`config.mk`:
```
export PLATFORM = sky130hd
export DESIGN_NAME = axi_burst_master
export DESIGN_NICKNAME = d
export VERILOG_FILES = /design/src/rtl/axi_pkg.sv /design/src/rtl/axi_burst_master.sv
export SDC_FILE = /design/constraint.sdc
export NUM_CORES = 1
export LEC_CHECK = 0
export ABC_AREA = 1
export CAP_MARGIN = 20
export CORE_AREA = 2 2 115 117
export DETAILED_ROUTE_END_ITERATION = 10
export DIE_AREA = 0 0 117 119
export GPL_TIMING_DRIVEN = 0
export PLACE_DENSITY = 0.77
export SYNTH_ARGS = -nofsm -noshare
export SYNTH_HDL_FRONTEND = slang
export SYNTH_SLANG_ARGS = --single-unit
export TNS_END_PERCENT = 1
```
`constraint.sdc`:
```
create_clock -name aclk -period 3.75 [get_ports aclk]
set_input_delay 0.375 -clock aclk [delete_from_list [all_inputs] [get_ports aclk]]
set_output_delay 0.375 -clock aclk [all_outputs]
set_load 0.02 [all_outputs]
```
`src/rtl/axi_pkg.sv`:
```
// Shared AXI4 encodings, master FSM state type and helpers used by the
// command-driven burst master.
package axi_pkg;

    localparam logic [1:0] BURST_FIXED = 2'b00;
    localparam logic [1:0] BURST_INCR  = 2'b01;
    localparam logic [1:0] BURST_WRAP  = 2'b10;

    localparam logic [1:0] RESP_OKAY   = 2'b00;
    localparam logic [1:0] RESP_EXOKAY = 2'b01;
    localparam logic [1:0] RESP_SLVERR = 2'b10;
    localparam logic [1:0] RESP_DECERR = 2'b11;

    localparam logic [31:0] BOUNDARY_4K = 32'd4096;

    typedef enum logic [2:0] {
        ST_IDLE  = 3'd0,
        ST_WADDR = 3'd1,
        ST_WDATA = 3'd2,
        ST_WRESP = 3'd3,
        ST_RADDR = 3'd4,
        ST_RDATA = 3'd5,
        ST_DONE  = 3'd6
    } mst_state_e;

    // Worst-of-two response; the encodings are ordered by severity.
    function automatic logic [1:0] resp_max(input logic [1:0] a, input logic [1:0] b);
        return (a > b) ? a : b;
    endfunction

endpackage

```
`src/rtl/axi_burst_master.sv`:
```
// Command-driven AXI4 master: one INCR burst (write or read) per command,
// one transaction in flight, with 4KB-crossing rejection and response collection.
module axi_burst_master
    import axi_pkg::*;
#(
    parameter int unsigned addr_wid_axi = 32,
    parameter int unsigned data_wid     = 32,
    parameter int unsigned asize        = $clog2(data_wid / 8),
    parameter int unsigned stroblen     = data_wid / 8,
    parameter logic [1:0]  arid_val     = 2'b00
) (
    input  logic                    aclk,
    input  logic                    aresetn,
    input  logic                    cmd_valid,
    output logic                    cmd_ready,
    input  logic                    cmd_write,
    input  logic [addr_wid_axi-1:0] cmd_addr,
    input  logic [7:0]              cmd_len,
    input  logic [data_wid-1:0]     wr_data,
    input  logic [stroblen-1:0]     wr_strb,
    input  logic                    wr_valid,
    output logic                    wr_ready,
    output logic [data_wid-1:0]     rd_data,
    output logic [1:0]              rd_resp,
    output logic                    rd_last,
    output logic                    rd_valid,
    input  logic                    rd_ready,
    output logic                    done,
    output logic [1:0]              done_resp,
    output logic [addr_wid_axi-1:0] awaddr,
    output logic [7:0]              awlen,
    output logic [asize-1:0]        awsize,
    output logic [1:0]              awburst,
    output logic                    awvalid,
    input  logic                    awready,
    output logic [data_wid-1:0]     wdata,
    output logic [stroblen-1:0]     wstrb,
    output logic                    wlast,
    output logic                    wvalid,
    input  logic                    wready,
    input  logic [1:0]              bresp,
    input  logic                    bvalid,
    output logic                    bready,
    output logic [1:0]              arid,
    output logic [addr_wid_axi-1:0] araddr,
    output logic [7:0]              arlen,
    output logic [asize-1:0]        arsize,
    output logic [1:0]              arburst,
    output logic                    arvalid,
    input  logic                    arready,
    input  logic [data_wid-1:0]     rdata,
    input  logic [1:0]              rresp,
    input  logic                    rlast,
    input  logic                    rvalid,
    output logic                    rready
);

    localparam logic [addr_wid_axi-1:0] ADDR_MASK = ~addr_wid_axi'((1 << asize) - 1);

    mst_state_e              state_r, state_s;
    logic [addr_wid_axi-1:0] addr_r;
    logic [7:0]              len_r;
    logic [8:0]              cnt_r;
    logic [1:0]              resp_r;
    logic                    rerr_r;

    logic [addr_wid_axi-1:0] aligned_s;
    logic [31:0]             span_s;
    logic                    cross_s;
    logic                    last_beat_s;
    logic                    w_hs_s;
    logic                    r_hs_s;

    assign aligned_s   = cmd_addr & ADDR_MASK;
    // Byte offset within the 4KB page plus burst bytes; beyond 4096 the burst would cross.
    assign span_s      = {20'd0, aligned_s[11:0]} + ((32'(cmd_len) + 32'd1) * stroblen);
    assign cross_s     = (span_s > BOUNDARY_4K);
    assign last_beat_s = (cnt_r == {1'b0, len_r});
    assign w_hs_s      = (state_r == ST_WDATA) && wr_valid && wready;
    assign r_hs_s      = (state_r == ST_RDATA) && rvalid && rd_ready;

    assign cmd_ready = (state_r == ST_IDLE);
    assign awaddr    = addr_r;
    assign awlen     = len_r;
    assign awsize    = asize'(asize);
    assign awburst   = BURST_INCR;
    assign awvalid   = (state_r == ST_WADDR);
    assign wdata     = wr_data;
    assign wstrb     = wr_strb;
    assign wvalid    = (state_r == ST_WDATA) && wr_valid;
    assign wr_ready  = (state_r == ST_WDATA) && wready;
    assign wlast     = (state_r == ST_WDATA) && last_beat_s;
    assign bready    = (state_r == ST_WRESP);
    assign arid      = arid_val;
    assign araddr    = addr_r;
    assign arlen     = len_r;
    assign arsize    = asize'(asize);
    assign arburst   = BURST_INCR;
    assign arvalid   = (state_r == ST_RADDR);
    assign rready    = (state_r == ST_RDATA) && rd_ready;
    assign rd_data   = rdata;
    assign rd_resp   = rresp;
    assign rd_last   = rlast;
    assign rd_valid  = (state_r == ST_RDATA) && rvalid;
    assign done      = (state_r == ST_DONE);
    assign done_resp = resp_r;

    // State register.
    always_ff @(posedge aclk or negedge aresetn) begin
        if (!aresetn) begin
            state_r <= ST_IDLE;
        end else begin
            state_r <= state_s;
        end
    end

    // Next-state logic; a 4KB-crossing command skips all AXI traffic.
    always_comb begin
        state_s = state_r;
        case (state_r)
            ST_IDLE: begin
                if (cmd_valid) begin
                    if (cross_s) begin
                        state_s = ST_DONE;
                    end else if (cmd_write) begin
                        state_s = ST_WADDR;
                    end else begin
                        state_s = ST_RADDR;
                    end
                end else begin
                    state_s = ST_IDLE;
                end
            end
            ST_WADDR: state_s = awready ? ST_WDATA : ST_WADDR;
            ST_WDATA: state_s = (w_hs_s && last_beat_s) ? ST_WRESP : ST_WDATA;
            ST_WRESP: state_s = bvalid ? ST_DONE : ST_WRESP;
            ST_RADDR: state_s = arready ? ST_RDATA : ST_RADDR;
            ST_RDATA: state_s = (r_hs_s && rlast) ? ST_DONE : ST_RDATA;
            ST_DONE:  state_s = ST_IDLE;
            default:  state_s = ST_IDLE;
        endcase
    end

    // Command capture, shared beat counter and response accumulation.
    always_ff @(posedge aclk or negedge aresetn) begin
        if (!aresetn) begin
            addr_r <= '0;
            len_r  <= 8'd0;
            cnt_r  <= 9'd0;
            resp_r <= RESP_OKAY;
            rerr_r <= 1'b0;
        end else begin
            case (state_r)
                ST_IDLE: begin
                    if (cmd_valid) begin
                        addr_r <= aligned_s;
                        len_r  <= cmd_len;
                        cnt_r  <= 9'd0;
                        rerr_r <= 1'b0;
                        resp_r <= cross_s ? RESP_SLVERR : RESP_OKAY;
                    end
                end
                ST_WDATA: begin
                    if (w_hs_s) begin
                        cnt_r <= cnt_r + 9'd1;
                    end
                end
                ST_WRESP: begin
                    if (bvalid) begin
                        resp_r <= bresp;
                    end
                end
                ST_RDATA: begin
                    if (r_hs_s) begin
                        cnt_r <= cnt_r + 9'd1;
                        // rlast must land exactly on beat len; any other count is a protocol error.
                        if (rlast) begin
                            resp_r <= (rerr_r || !last_beat_s) ? RESP_SLVERR : resp_max(resp_r, rresp);
                        end else begin
                            resp_r <= resp_max(resp_r, rresp);
                            if (last_beat_s) begin
                                rerr_r <= 1'b1;
                            end
                        end
                    end
                end
                default: begin
                end
            endcase
        end
    end

endmodule

```
; Yosys cells after proc, flatten, opt, wreduce, memory -nomap -nowiden
; Index checks and enable logic that the tools add are counted.
[classes]
addsub = 3
n_mul = 0
div = 0
magnitude_cmp = 2
n_eq_ne = 13
n_shift = 0
mux = 26
n_bitwise = 0
n_reduce_logical = 19
[ops]
columns = op, n
row1 = 2-to-1 mux 9 bit, 3
row2 = one-hot mux 9 bit (3 select lines), 1
row3 = 2-to-1 mux 2 bit, 9
row4 = one-hot mux 3 bit (6 select lines), 1
row5 = adder 12 x 11 -> 13 bit, 1
row6 = > comparator 13 bit (second input constant), 1
row7 = 2-to-1 mux 3 bit, 4
row8 = != test 2 bit (second input constant), 6
row9 = adder 8 x 1 -> 9 bit (second input constant), 1
row10 = adder 9 x 1 -> 9 bit (second input constant), 1
row11 = == test 3 bit (second input constant), 3
row12 = == test 9 x 8 -> 1 bit, 1
row13 = logical AND 1 bit, 9
row14 = AND reduction 4 bit, 2
row15 = == test 3 x 2 -> 1 bit (second input constant), 2
row16 = 2-to-1 mux 1 bit, 6
row17 = one-hot mux 2 bit (3 select lines), 1
row18 = nonzero test 3 bit, 2
row19 = AND reduction 5 bit, 1
row20 = == test 3 x 1 -> 1 bit (second input constant), 1
row21 = logical NOT 3 bit, 1
row22 = > comparator 2 bit, 1
row23 = one-hot mux 1 bit (2 select lines), 1
row24 = AND reduction 2 bit, 1
row25 = other kinds (3), 3
[totals]
ff_bits = 53
latchBits = 0
ramBits = 0
mem_bits_ro = 0
input_bits = 124
output_inout_bits = 173
word_cells = 69
mem_count = 0

; Logic depth before layout (Yosys ltp)
[logic_depth]
depth_word = 7
depth_mapped = 19
mapped_depth_nobuf = 19

; Worst setup path before layout
; OpenSTA, ideal clock, no wires.
[synth_path]
path_kind = in2reg
from = input port cmd_len[0]
to = register state_r[2]
setup_time_ns = 0.117
arrival_time_ns = 2.115
required_ns = 3.633
path_slack_ns = 1.518
path_stages = 18
n_path_buf = 0
cell_sequence = ha_1 nand3_1 nor2_1 nand2_1 xor2_1 inv_1 ha_1 a21o_1 nor2_1 nand2_1 nand2_1 nand2_1 inv_1 nand3_1 nand2_1 nand2_1 nand2_1 nand2_1
[synth_between]
elab_chain_len = 6
[synth_rtl]
columns = element, line
row1 = start: declaration, axi_burst_master.sv:18  ; input logic [7:0] cmd_len,
row2 = adder 8 x 1 -> 9 bit, axi_burst_master.sv:76  ; assign span_s = {20'd0, aligned_s[11:0]} + ((32'(cmd_len) + 32'd1) * stroblen);
row3 = adder 12 x 11 -> 13 bit, axi_burst_master.sv:76
row4 = > comparator 13 bit, axi_burst_master.sv:77  ; assign cross_s = (span_s > BOUNDARY_4K);
row5 = 2-to-1 mux 3 bit, axi_burst_master.sv:123  ; if (cross_s) begin
row6 = 2-to-1 mux 3 bit, axi_burst_master.sv:122  ; if (cmd_valid) begin
row7 = one-hot mux 3 bit (6 select lines), axi_burst_master.sv:120  ; case (state_r)
row8 = via state_s[2], axi_burst_master.sv:60  ; mst_state_e state_r, state_s;
row9 = end signal: assignment, axi_burst_master.sv:113  ; state_r <= state_s;
row10 = end: declaration, axi_burst_master.sv:60
; The timed path passes the listed nets, and every way through them passes these cells.
; A chain may end at the register's enable or synchronous reset.

; Worst setup path in the final report
; Ends and elaborated chain as after synthesis.

==> metrics.txt <==
Synth Area in Compound Gates=0.0567; Critical Path End Type=flop; vias in the first global route=3877; worst-path fanout max=6; Post-Synth XOR/XNOR Area=0.0147; static leakage=3.34 nW; 1st-iter DRT viols=184; pwr/cell area=644 nW/um^2; TritonCTS clock tree=built; die height=119 um; Port Buffer Count=212; Post-Syn Area per Cell=7.22 sq um; # DRC=0; peak supply drop=0.000234 V; n_diodes=0; synth warn=0; required time of the worst setup path=3930 ps; width of the die=117 um; layout cells sized above 1=0.195; crit path time final=2760 ps; post-synth cell types=41; # resized after CTS=0; Vias=4123; Setup crit start=cmd_len[0]; Post-CTS Setup Inserts=0; maximum clock frequency=363 MHz; Placed Area=6580 sq um; Final Hold Viols=0; Worst-Skew Late Latency=290 ps; # rows=42; Power Total=4.35 mW; number of synthesized flops with an enable pin=0; cell accounting for the most synthesized area=dfrtp_1; Bufs on Longest Clock Path=2; Place WS=693 ps; flops & latches, synth=53; FF-to-FF Start=state_r[0]$_DFF_PN0_; DR vias/cell=4.18; post-synthesis mux area share=0; setup_tns=0 ps; IO Count=297; CP peak stage delay=540 ps; Setup CP Type=input pin to flop; clk slew on worst S/H paths=70 ps; DRT Wirelength=11.0 mm; min-delay worst type=input pin to async pin; GRT Total Usage=0.155; Initial Util=0.324; instance count of the mapped netlist=578; # fillers=1243; clock skew=3.39 ps; critical path, cell by cell=clkdlybuf4s50_1 -> ha_1 -> nand3_1 -> nor2_1 -> nand2_1 -> xor2_1 -> inv_1 -> ha_1 -> a21o_1 -> nor2_1 -> nand2_1 -> nand2_1 -> nand2_1 -> inv_1 -> nand3_1 -> nand2_1 -> nand2_1 -> nand2_1 -> nand2_1; max cap viols=0; top_reg_cell synth=dfrtp_1; final net count=951; antenna violations before repair=0; Max Slew Vio Count=0; Post-DRT Antenna Nets=0; post-layout util=0.524; Design Area, Final=6750 sq um; DRT Pass-1 Iters=4; Mapped Area=4170 sq um; die area=13900 sq um; Worst path most repeated cell=nand2_1; Final WS setup=993 ps; top-area cell type share of the netlist area=0.318; P&R area growth vs syn=61.7%; hold buffers post-CTS=0; cells taking the most area after synthesis=dfrtp_1 32%, buf_4 22%, nand2_1 17%; Synth Area in Simple Gates=0.265; Root Driver=clkbuf_16; endpoints failing setup=0; RSZ-0062 raised after global routing=false; CTS H-Tree Depth=2; Synth Area in Adders=0.0528; sequential fraction of the synthesis area=0.318; CP Launch Type=input pin; CP max-delay cell=clkdlybuf4s50_1; largest family of logic cells by synthesized area=buffers and inverters; clk sink count=53; fraction of synthesis flops using an asynchronous set or reset pin=1.00; CTS Buf Count=5; Post-DP HPWL=9.34 mm; outcome=completed; RD Place Congestion=0.864; Final period util=0.735; CP arrival=2940 ps; core area=12900 sq um; first-pass GRT wire length=17.4 mm; WL/cell=11.1 um; largest net degree at the start of global routing=38; gr ovfl total=0
## cells in the final DEF (no fill, tap or decap), types with 3 or more instances in the layout
master,count
inv_2,8
ha_1,16
dfrtp_1,53
nand2_1,186
nand2_2,3
o21ai_1,7
nor2_2,3
nor2_1,33
xor2_1,6
clkdlybuf4s50_1,211
clkbuf_16,5
nand3_1,21
nor3_1,3
clkbuf_1,5
o21ai_0,9
a21oi_1,15
inv_1,53
nand4_1,3
conb_1,14
buf_6,3
buf_4,123
## flip-flops by register name, summed over array words and instances, names as in the netlist
signal     count
done_resp      2
state_r        3
cnt_r          9
rerr_r         1
araddr        30
arlen          8
## power by group
| group | internal (mW) | total [mW] | switching (mW) |
|---|---|---|---|
| sequential | 0.804 | 1.02 | 0.220 |
| clock | 0.334 | 0.533 | 0.200 |
| combinational | 1.38 | 2.79 | 1.41 |
| total | 2.52 | 4.35 | 1.83 |
## final timing paths
check	slack, ps	end	cells past startpoint
min in group aclk	500	araddr[17]$_DFFE_PN0P_	2
min reg2reg	500	araddr[17]$_DFFE_PN0P_	2
max in group asynchronous	3200	araddr[2]$_DFFE_PN0P_	2
max	990	state_r[2]$_DFF_PN0_	19
min	9	araddr[20]$_DFFE_PN0P_	1
max reg2reg	2140	araddr[10]$_DFFE_PN0P_	7
## area by class of cell
class	instances	area, sq um	area share
Timing Repair Buffer	213	2140	0.317
Multi-Input combinational cell	343	1680	0.249
Sequential cell	53	1330	0.197
Buffer	131	977	0.145
Inverter	63	238	0.0352
Tap cell	176	220	0.0326
Clock buffer	7	143	0.0211
Clock inverter	1	30.0	0.00445
## critical path: cells and delay by family
family / cells / cell delay [ps]
AND/OR/NAND/NOR: 12 / 1010
adder cells (fa/ha/maj): 2 / 550
AO/OA/AOI/OAI: 1 / 220
buffers and inverters: 3 / 650
XOR/XNOR: 1 / 130
## logic make-up (layout without fill, tap and decap cells)
| logic type | Yosys count | count (layout) |
|---|---|---|
| DFF | 53 | 53 |
| other | 2 | 14 |
| AOI/OAI and AO/OA | 41 | 41 |
| adders and majority gates | 17 | 17 |
| buffers and inverters | 194 | 415 |
| and+or+nand+nor | 264 | 264 |
| xor gates and xnor gates | 7 | 7 |
## cell usage after synthesis, types with 2 or more instances
master,number
and3_1,2
inv_2,8
inv_1,53
nand4_1,3
nor2_4,2
o21ai_0,9
buf_6,3
nor3b_2,2
xor2_1,6
o21ai_1,7
buf_4,123
nand3_1,21
ha_1,16
nand2_2,3
nand2_1,186
o22ai_1,2
nand3b_1,2
nor2_1,33
clkbuf_1,4
nor3_1,3
dfrtp_1,53
nor2_2,3
conb_1,2
a21oi_1,15
## stage by stage
| stage | hold slack (ps) | cells |
|---|---|---|
| finish | 8.79 | 987 |
| global route | 41.5 | 987 |
| CTS | 15.6 | 987 |
| detailed placement | 330 | 979 |
| global placement | 464 | 978 |
| floorplan | 79.4 | 590 |
## metal layers
| metal | vias up | part of all wire | GRT usage |
|---|---|---|---|
| met1 | 1828 | 0.41 | 0.183 |
| met4 | 0 | 0.012 | 0.0390 |
| met3 | 8 | 0.073 | 0.0270 |
| li1 | 2113 | - | - |
| met2 | 174 | 0.50 | 0.284 |
| met5 | - | 0 | 0 |
(Power assumes the default switching activity.)
==> edit (same settings) <==
Change the parameter `addr_wid_axi` from 32 to 48.
--- a/src/rtl/axi_burst_master.sv
+++ b/src/rtl/axi_burst_master.sv
@@ -5,3 +5,3 @@
 #(
-    parameter int unsigned addr_wid_axi = 32,
+    parameter int unsigned addr_wid_axi = 48,
     parameter int unsigned data_wid     = 32,
Ports: changed (resized araddr, awaddr and cmd_addr); port bits go from 297 to 345. The function was not compared with the original's and may differ.
==> edit against the unedited design <==
  * Sequential share of layout area up 1.7 points
  * Non-clock buffer count up 67
  * Worst setup slack gained 0.014 ns
  * Sequential cell count up 16
  * Final area up 20%
  * Power up 34%
  * Synthesized area grew 17%
  * Wire length increased by 30%
==> edit: results (changes against the unedited design) <==
[logic_synthesis] portion of the post-synthesis area used by sequential elements 35.29% [was 31.77%]
[placement] Post-Place Worst Slack 0.6873 ns [was 0.6935 ns]
[logic_synthesis] distinct cell type count of the synthesized netlist 39 [was 41]
[logic_synthesis] Compound-Gate Fraction of Synth Area 4.936% [was 5.665%]
[logic_synthesis] cell types with the highest counts after synthesis 226 x nand2_1, 139 x buf_4, 69 x dfrtp_1, 55 x inv_1, 30 x nor2_1 [was 186 x nand2_1, 123 x buf_4, 53 x dfrtp_1, 53 x inv_1, 33 x nor2_1]
[global_routing] met3 track demand over resource 3.817% [was 2.697%]
[sta] tightest hold margin 0.06131 ns [was 0.008791 ns]
[placement] dpl cell area 0.007785 mm^2 [was 0.006576 mm^2]
[route] met2 routed wirelength 7115 um [was 5501 um]
[run_status] run status completed [unchanged]
[logic_synthesis] adder and majority cell fraction of the synthesized area 4.501% [was 5.276%]
[global_routing] GR Layer Usage met1 25.35% [was 18.32%]
[pwr] Static Leak 3.996 nW [was 3.338 nW]
[global_routing] met2 Use GR 35.01% [was 28.43%]
[clocking] Skew-Pair Late Insertion Delay 0.32 ns [was 0.29 ns]
[global_routing] pin count of the biggest net entering global routing 70 [was 38]
[clocking] maximum level of the CTS H-tree 3 [was 2]
[placement] placed insts 1107 [was 979]
[route] WL/cell 12.72 um [was 11.11 um]
[route] Routed Wire Length 14280 um [was 10960 um]
[clocking] number of buffers created by CTS 9 [was 5]
[placement] gpl congestion 0.8772 [was 0.8639]
[setup_path] arrival time at the worst endpoint 2.96 ns [was 2.94 ns]
[sta] final critical-path setup slack 1.007 ns [was 0.9930 ns]
[route] initial drt markers 298 [was 184]
[layout] flip-flop count of the largest register after layout 46 [was 30]
edit: cell count changes in the layout (fill, tap and decap cells not counted), sizes merged, moves of 2 or more:
cell,unedited run,this run
clkdlybuf4s50,211,259
clkbuf,11,14
nor3,3,5
clkinv,2,4
clkinvlp,0,2
nor2,38,36
dfrtp,53,69
buf,129,148
nand2,190,234
edit: final cells by class:
type	instances	area [um^2]
plain buffers	150	1094
clock buffers	10	229.0
clock inverters	6	63.81
fillers	1118	4797
inverters	63	241.5
multi-input cells	388	1876
flip-flops and latches	69	1727
well taps	176	220.2
repair buffers	261	2628
edit: power by group through the flow:
stage,Clock [W],Sequential [W],Combinational [W]
2_1_floorplan,0,0.00165,0.00173
3_3_place_gp,0,0.00137,0.00360
3_5_place_dp,0,0.00138,0.00365
4_1_cts,0.000856,0.00137,0.00365
5_1_grt,0.000890,0.00142,0.00390
6_report,0.000833,0.00136,0.00362
